--- src/rtl/sp_unit.sv ---
// sp_unit: stack pointer with push/pop/load/add/init, base/limit checking and sticky faults.
// Rev 1.0
`default_nettype none

module sp_unit #(
  parameter int               WIDTH         = 16,
  parameter int               WORD_SHIFT    = 1,
  parameter logic [WIDTH-1:0] SP_INIT       = '0,
  parameter logic [WIDTH-1:0] STACK_BASE    = '0,
  parameter logic [WIDTH-1:0] STACK_LIMIT   = 16'hFFFE,
  parameter bit               LOCK_ON_FAULT = 1'b1
) (
  input  logic             clock,
  input  logic             resetN,
  input  logic             spWrite,
  input  logic [2:0]       spOp,
  input  logic [WIDTH-1:0] spIn,
  input  logic             faultClr,
  output logic [WIDTH-1:0] spCur,
  output logic [WIDTH-1:0] spPrev,
  output logic             spOvf,
  output logic             spUnf,
  output logic             spErr,
  output logic             spEmpty,
  output logic             spFull
);

  localparam logic [2:0] OP_PUSH = 3'd1;
  localparam logic [2:0] OP_POP  = 3'd2;
  localparam logic [2:0] OP_LOAD = 3'd3;
  localparam logic [2:0] OP_ADD  = 3'd4;
  localparam logic [2:0] OP_INIT = 3'd5;

  localparam logic [WIDTH:0] c_STEP = (WIDTH+1)'(1) << WORD_SHIFT;

  logic [WIDTH-1:0] r_sp;
  logic [WIDTH-1:0] r_prev;
  logic             r_ovf;
  logic             r_unf;
  logic             r_err;

  logic [WIDTH:0]   w_sp_ext;
  logic [WIDTH:0]   w_cand;
  logic [WIDTH-1:0] w_cand_lo;
  logic             w_down;
  logic             w_wrap;
  logic             w_above;
  logic             w_below;
  logic             w_over;
  logic             w_under;
  logic             w_op_valid;
  logic             w_init;
  logic             w_locked;
  logic             w_eval;
  logic             w_accept;
  logic             w_reject;

  assign w_sp_ext = {1'b0, r_sp};

  // Candidate is one bit wider than SP so that bit WIDTH flags carry/borrow.
  always_comb begin
    w_cand = w_sp_ext;
    w_down = 1'b0;
    case (spOp)
      OP_PUSH: w_cand = w_sp_ext + c_STEP;
      OP_POP: begin
        w_cand = w_sp_ext - c_STEP;
        w_down = 1'b1;
      end
      OP_LOAD: w_cand = {1'b0, spIn};
      OP_ADD: begin
        w_cand = w_sp_ext + {spIn[WIDTH-1], spIn};
        w_down = spIn[WIDTH-1];
      end
      OP_INIT: w_cand = {1'b0, SP_INIT};
      default: ;
    endcase
  end

  assign w_cand_lo = w_cand[WIDTH-1:0];
  assign w_wrap    = w_cand[WIDTH];

  generate
    if (STACK_BASE == '0) begin : g_base_zero
      assign w_below = 1'b0;
    end else begin : g_base_cmp
      assign w_below = (w_cand_lo < STACK_BASE);
    end
    if (STACK_LIMIT == {WIDTH{1'b1}}) begin : g_limit_max
      assign w_above = 1'b0;
    end else begin : g_limit_cmp
      assign w_above = (w_cand_lo > STACK_LIMIT);
    end
  endgenerate

  assign w_over  = w_wrap ? ~w_down : w_above;
  assign w_under = w_wrap ?  w_down : w_below;

  assign w_op_valid = spWrite && (spOp >= OP_PUSH) && (spOp <= OP_INIT);
  assign w_init     = spWrite && (spOp == OP_INIT);
  // A same-cycle faultClr lifts the lock so the accompanying op is evaluated.
  assign w_locked   = LOCK_ON_FAULT && (r_ovf || r_unf) && !faultClr;
  assign w_eval     = w_op_valid && (!w_locked || w_init);
  assign w_accept   = w_eval && (w_init || !(w_over || w_under));
  assign w_reject   = w_eval && !w_init && (w_over || w_under);

  always_ff @(posedge clock or negedge resetN) begin
    if (!resetN) begin
      r_sp   <= SP_INIT;
      r_prev <= SP_INIT;
      r_ovf  <= 1'b0;
      r_unf  <= 1'b0;
      r_err  <= 1'b0;
    end else begin
      if (w_accept) begin
        r_prev <= r_sp;
        r_sp   <= w_cand_lo;
      end
      r_err <= w_reject;
      r_ovf <= (r_ovf && !faultClr) || (w_reject && w_over);
      r_unf <= (r_unf && !faultClr) || (w_reject && w_under);
    end
  end

  assign spCur   = r_sp;
  assign spPrev  = r_prev;
  assign spOvf   = r_ovf;
  assign spUnf   = r_unf;
  assign spErr   = r_err;
  assign spEmpty = (r_sp == STACK_BASE);
  assign spFull  = ((w_sp_ext + c_STEP) > {1'b0, STACK_LIMIT});

endmodule

`default_nettype wire

--- config.mk ---
export PLATFORM = sky130hd
export DESIGN_NAME = sp_unit
export DESIGN_NICKNAME = d
export VERILOG_FILES = /design/src/rtl/sp_unit.sv
export SDC_FILE = /design/constraint.sdc
export NUM_CORES = 1
export LEC_CHECK = 0
export BUFFER_PORTS_ARGS = -buffer_cell sky130_fd_sc_hd__buf_2
export CAP_MARGIN = 10
export CORE_ASPECT_RATIO = 1.2
export CORE_MARGIN = 2
export CORE_UTILIZATION = 59
export CTS_CLUSTER_DIAMETER = 60
export DETAILED_ROUTE_END_ITERATION = 8
export PLACE_DENSITY = 0.83
export SLEW_MARGIN = 20
export SYNTH_ARGS = -nofsm -noshare
export SYNTH_HDL_FRONTEND = slang
export SYNTH_SLANG_ARGS = --single-unit
--- constraint.sdc ---
create_clock -name clock -period 4.4 [get_ports clock]
set_input_delay 0.44 -clock clock [delete_from_list [all_inputs] [get_ports clock]]
set_output_delay 0.44 -clock clock [all_outputs]
set_load 0.005 [all_outputs]
==> impl_metrics.env <==
export IMPL_synth_commonest_cells="dfrtp_1 (35), a21oi_1 (34), nand2_1 (31), nor2_1 (31), mux2_4 (28)"
export IMPL_wl_per_cell_um=20.5
export IMPL_tns_ns=0
export IMPL_place_congestion=1.01
export IMPL_multiInputGateArea_mm2=0.00280
export IMPL_grt_pass1_vias=3837
export IMPL_whs_ns=0.210
export IMPL_worst_setup_path_type="reg2reg"
export IMPL_dr_pass1_iters=6
export IMPL_routed_wl_um=12300
export IMPL_gr_total_overflow=0
export IMPL_place_port_buffers=59
export IMPL_htreeDepth=2
export IMPL_synth_ff_type="dfrtp_1"
export IMPL_synth_top_area_frac=0.225
export IMPL_syn_to_final_growth_pct=12.2
export IMPL_rows=32
export IMPL_rr_endpoint="spCur[0]"
export IMPL_cts_hold_buf=0
export IMPL_wl_met3_um=1090
export IMPL_grt_usage=0.344
export IMPL_clockRootBuffer="clkbuf_8"
export IMPL_drc=0
export IMPL_reg2reg_from="spCur[1]"
export IMPL_core_area_mm2=0.00641
export IMPL_slew_viol_final=0
export IMPL_yosysSeqAreaShare=0.225
export IMPL_diodes=0
export IMPL_yosys_top_cells_area="dfrtp_1 (23%), mux2_4 (11%), ha_1 (6.1%), a21oi_1 (4.4%), o21ai_0 (3.1%)"
export IMPL_finalWorstPathRequiredPeriod_ns=4.04
export IMPL_top_layer_used="met4"
export IMPL_yosys_warnings=0
export IMPL_fin_crit_sh=0.917
export IMPL_critPathLaunchType="register"
export IMPL_synth_edff_count=0
export IMPL_worst_setup_path_end_kind="register"
export IMPL_fin_worst_skew_ns=0.00685
export IMPL_ir_drop_v=0.000344
export IMPL_outcome="finished, final reports clean"
export IMPL_cts_sinks=35
export IMPL_crit_required_ns=4.57
export IMPL_slowest_stage="dfrtp_1"
export IMPL_clk_path_buf_depth=2
export IMPL_yosysMostFrequentCell="dfrtp_1"
export IMPL_drv_cap=0
export IMPL_crit_fanout=20
export IMPL_register_area_um2=876
export IMPL_ys_seq_elements=35
export IMPL_wl_met2_um=5640
export IMPL_path_cells="inv_1 > fa_1 > nand2b_1 > a21o_1 > a21oi_1 > o211ai_1 > and2_1 > o221ai_1 > nand2_1 > a21oi_4 > buf_12 > mux2_4"
export IMPL_syn_nets=508
export IMPL_final_hold_violation_count=0
export IMPL_crit_arrival_ns=4.21
export IMPL_drive_above_1_share=0.238
export IMPL_synth_cells=465
export IMPL_leakagePower_nw=1.85
export IMPL_async_flop_share=1.00
export IMPL_tightest_slew_ns=0.728
export IMPL_worst_r2r_setup_slack_ns=0.36
export IMPL_boundaryPins=60
export IMPL_synthesis_area_mm2=0.00389
export IMPL_crit_family="compound AO/OA/AOI/OAI gates"
export IMPL_setup_viol=0
export IMPL_antenna_found_initial=0
export IMPL_ctsResizeCount=0
export IMPL_clk_pin_slew_worst_paths_ns=0.07
export IMPL_dieWidth_um=78.1
export IMPL_cellPowerDensity_mw_per_mm2=554
export IMPL_nets=560
export IMPL_worst_path_buf_inv=2
export IMPL_cts_made_buffers=5
export IMPL_clock_latency_ns=0.28
export IMPL_vias_per_cell=6.84
export IMPL_wirelength_met1_um=5040
export IMPL_post_synth_top_area_cell="dfrtp_1"
export IMPL_synth_area_per_cell_um2=8.36
export IMPL_cts_tree="yes"
export IMPL_grt_max_degree=36
export IMPL_die_area_mm2=0.00725
export IMPL_rsz0062_at_grt="no"
export IMPL_num_fill_cells=568
export IMPL_postCtsSetupRepairBufs=0
export IMPL_reg2reg_depth=12
export IMPL_die_y_um=92.9
export IMPL_initial_utilization=0.607
export IMPL_fmax_ghz=0.248
export IMPL_drt_iter0_markers=601
export IMPL_relSlewSlack=0.515
export IMPL_ant_nets=0
export IMPL_max_stage_delay_ns=0.63
export IMPL_vias=4109
export IMPL_hpwl_um=9520
export IMPL_ys_types=67
export IMPL_min_path_type="in2async"
export IMPL_grt_pass1_wl_um=19600
==> cells in the final DEF (no fill, tap or decap), types with 7 or more instances in the layout <==
master	netlist	routed
a21o_1	7	7
a21oi_1	34	34
a31oi_1	10	10
buf_2	13	59
buf_4	0	20
dfrtp_1	35	35
ha_1	19	19
inv_1	10	10
mux2_4	28	28
nand2_1	31	31
nand2b_1	11	11
nand3_1	17	17
nand4_1	10	10
nor2_1	31	31
nor3_1	10	10
nor4_1	11	11
o211ai_1	7	7
o21a_1	7	7
o21ai_0	24	24
o221ai_1	7	7
o31ai_1	7	7
or3_1	8	8
or4_1	9	9
xor2_1	11	11
==> logic make-up (layout without fill, tap and decap cells) <==
group	Yosys count	count (layout)	synth area share
XOR/XNOR	17	17	0.0383
buffers and inverters	47	98	0.0573
flip-flops	35	35	0.225
multiplexers	34	34	0.124
AO/OA/AOI/OAI	147	147	0.261
AND/OR/NAND/NOR	165	165	0.227
adder cells (fa/ha/maj)	20	20	0.0663
==> where the power goes <==
part / switching (mW) / internal [mW] / total (mW)
sequential: 0.216 / 0.453 / 0.668
combinational: 0.844 / 0.692 / 1.54
clock: 0.106 / 0.105 / 0.212
total: 1.17 / 1.25 / 2.42
==> flip-flops by register name, indices dropped and copies added (netlist names) <==
name    flops
spUnf       1
spErr       1
spPrev     16
spCur      16
spOvf       1
==> metal layers <==
layer / up-vias / track usage
met5: - / 0
met4: 0 / 0.168
met3: 47 / 0.0370
met2: 261 / 0.552
met1: 1913 / 0.459
li1: 1888 / -
==> how the worst max path moves through the flow <==
| stage | end | start | cells past startpoint | slack [ns] |
|---|---|---|---|---|
| CTS | spCur[0] | spCur[1] | 12 | 0.41 |
| global placement | spCur[3] | spCur[1] | 12 | 0.57 |
| detailed placement | spCur[0] | spCur[1] | 12 | 0.43 |
| finish | spCur[0] | spCur[1] | 12 | 0.36 |
| floorplan | spCur[0] | spCur[1] | 13 | 1.10 |
| global route | spCur[0] | spCur[1] | 12 | 0.02 |
==> through the flow <==
| stage | power, mW | cell area, um2 | utilization | std cells | setup slack (ns) |
|---|---|---|---|---|---|
| finish | 2.42 | 4360 | 0.681 | 601 | 0.365 |
| global route | 2.59 | 4360 | 0.681 | 601 | 0.0207 |
| CTS | 2.39 | 4360 | 0.681 | 601 | 0.411 |
| detailed placement | 2.17 | 4290 | 0.669 | 595 | 0.430 |
| global placement | 2.13 | 4290 | 0.669 | 595 | 0.566 |
| floorplan | 1.66 | 3890 | - | 465 | 1.10 |
==> layout make-up <==
type / instances / share of cell area
inverters: 12 / 0.0103
flip-flops and latches: 35 / 0.201
clock buffers: 6 / 0.0166
multi-input cells: 383 / 0.641
repair buffers: 80 / 0.107
well taps: 85 / 0.0244
Note: power is estimated with default switching activity, not from simulation.
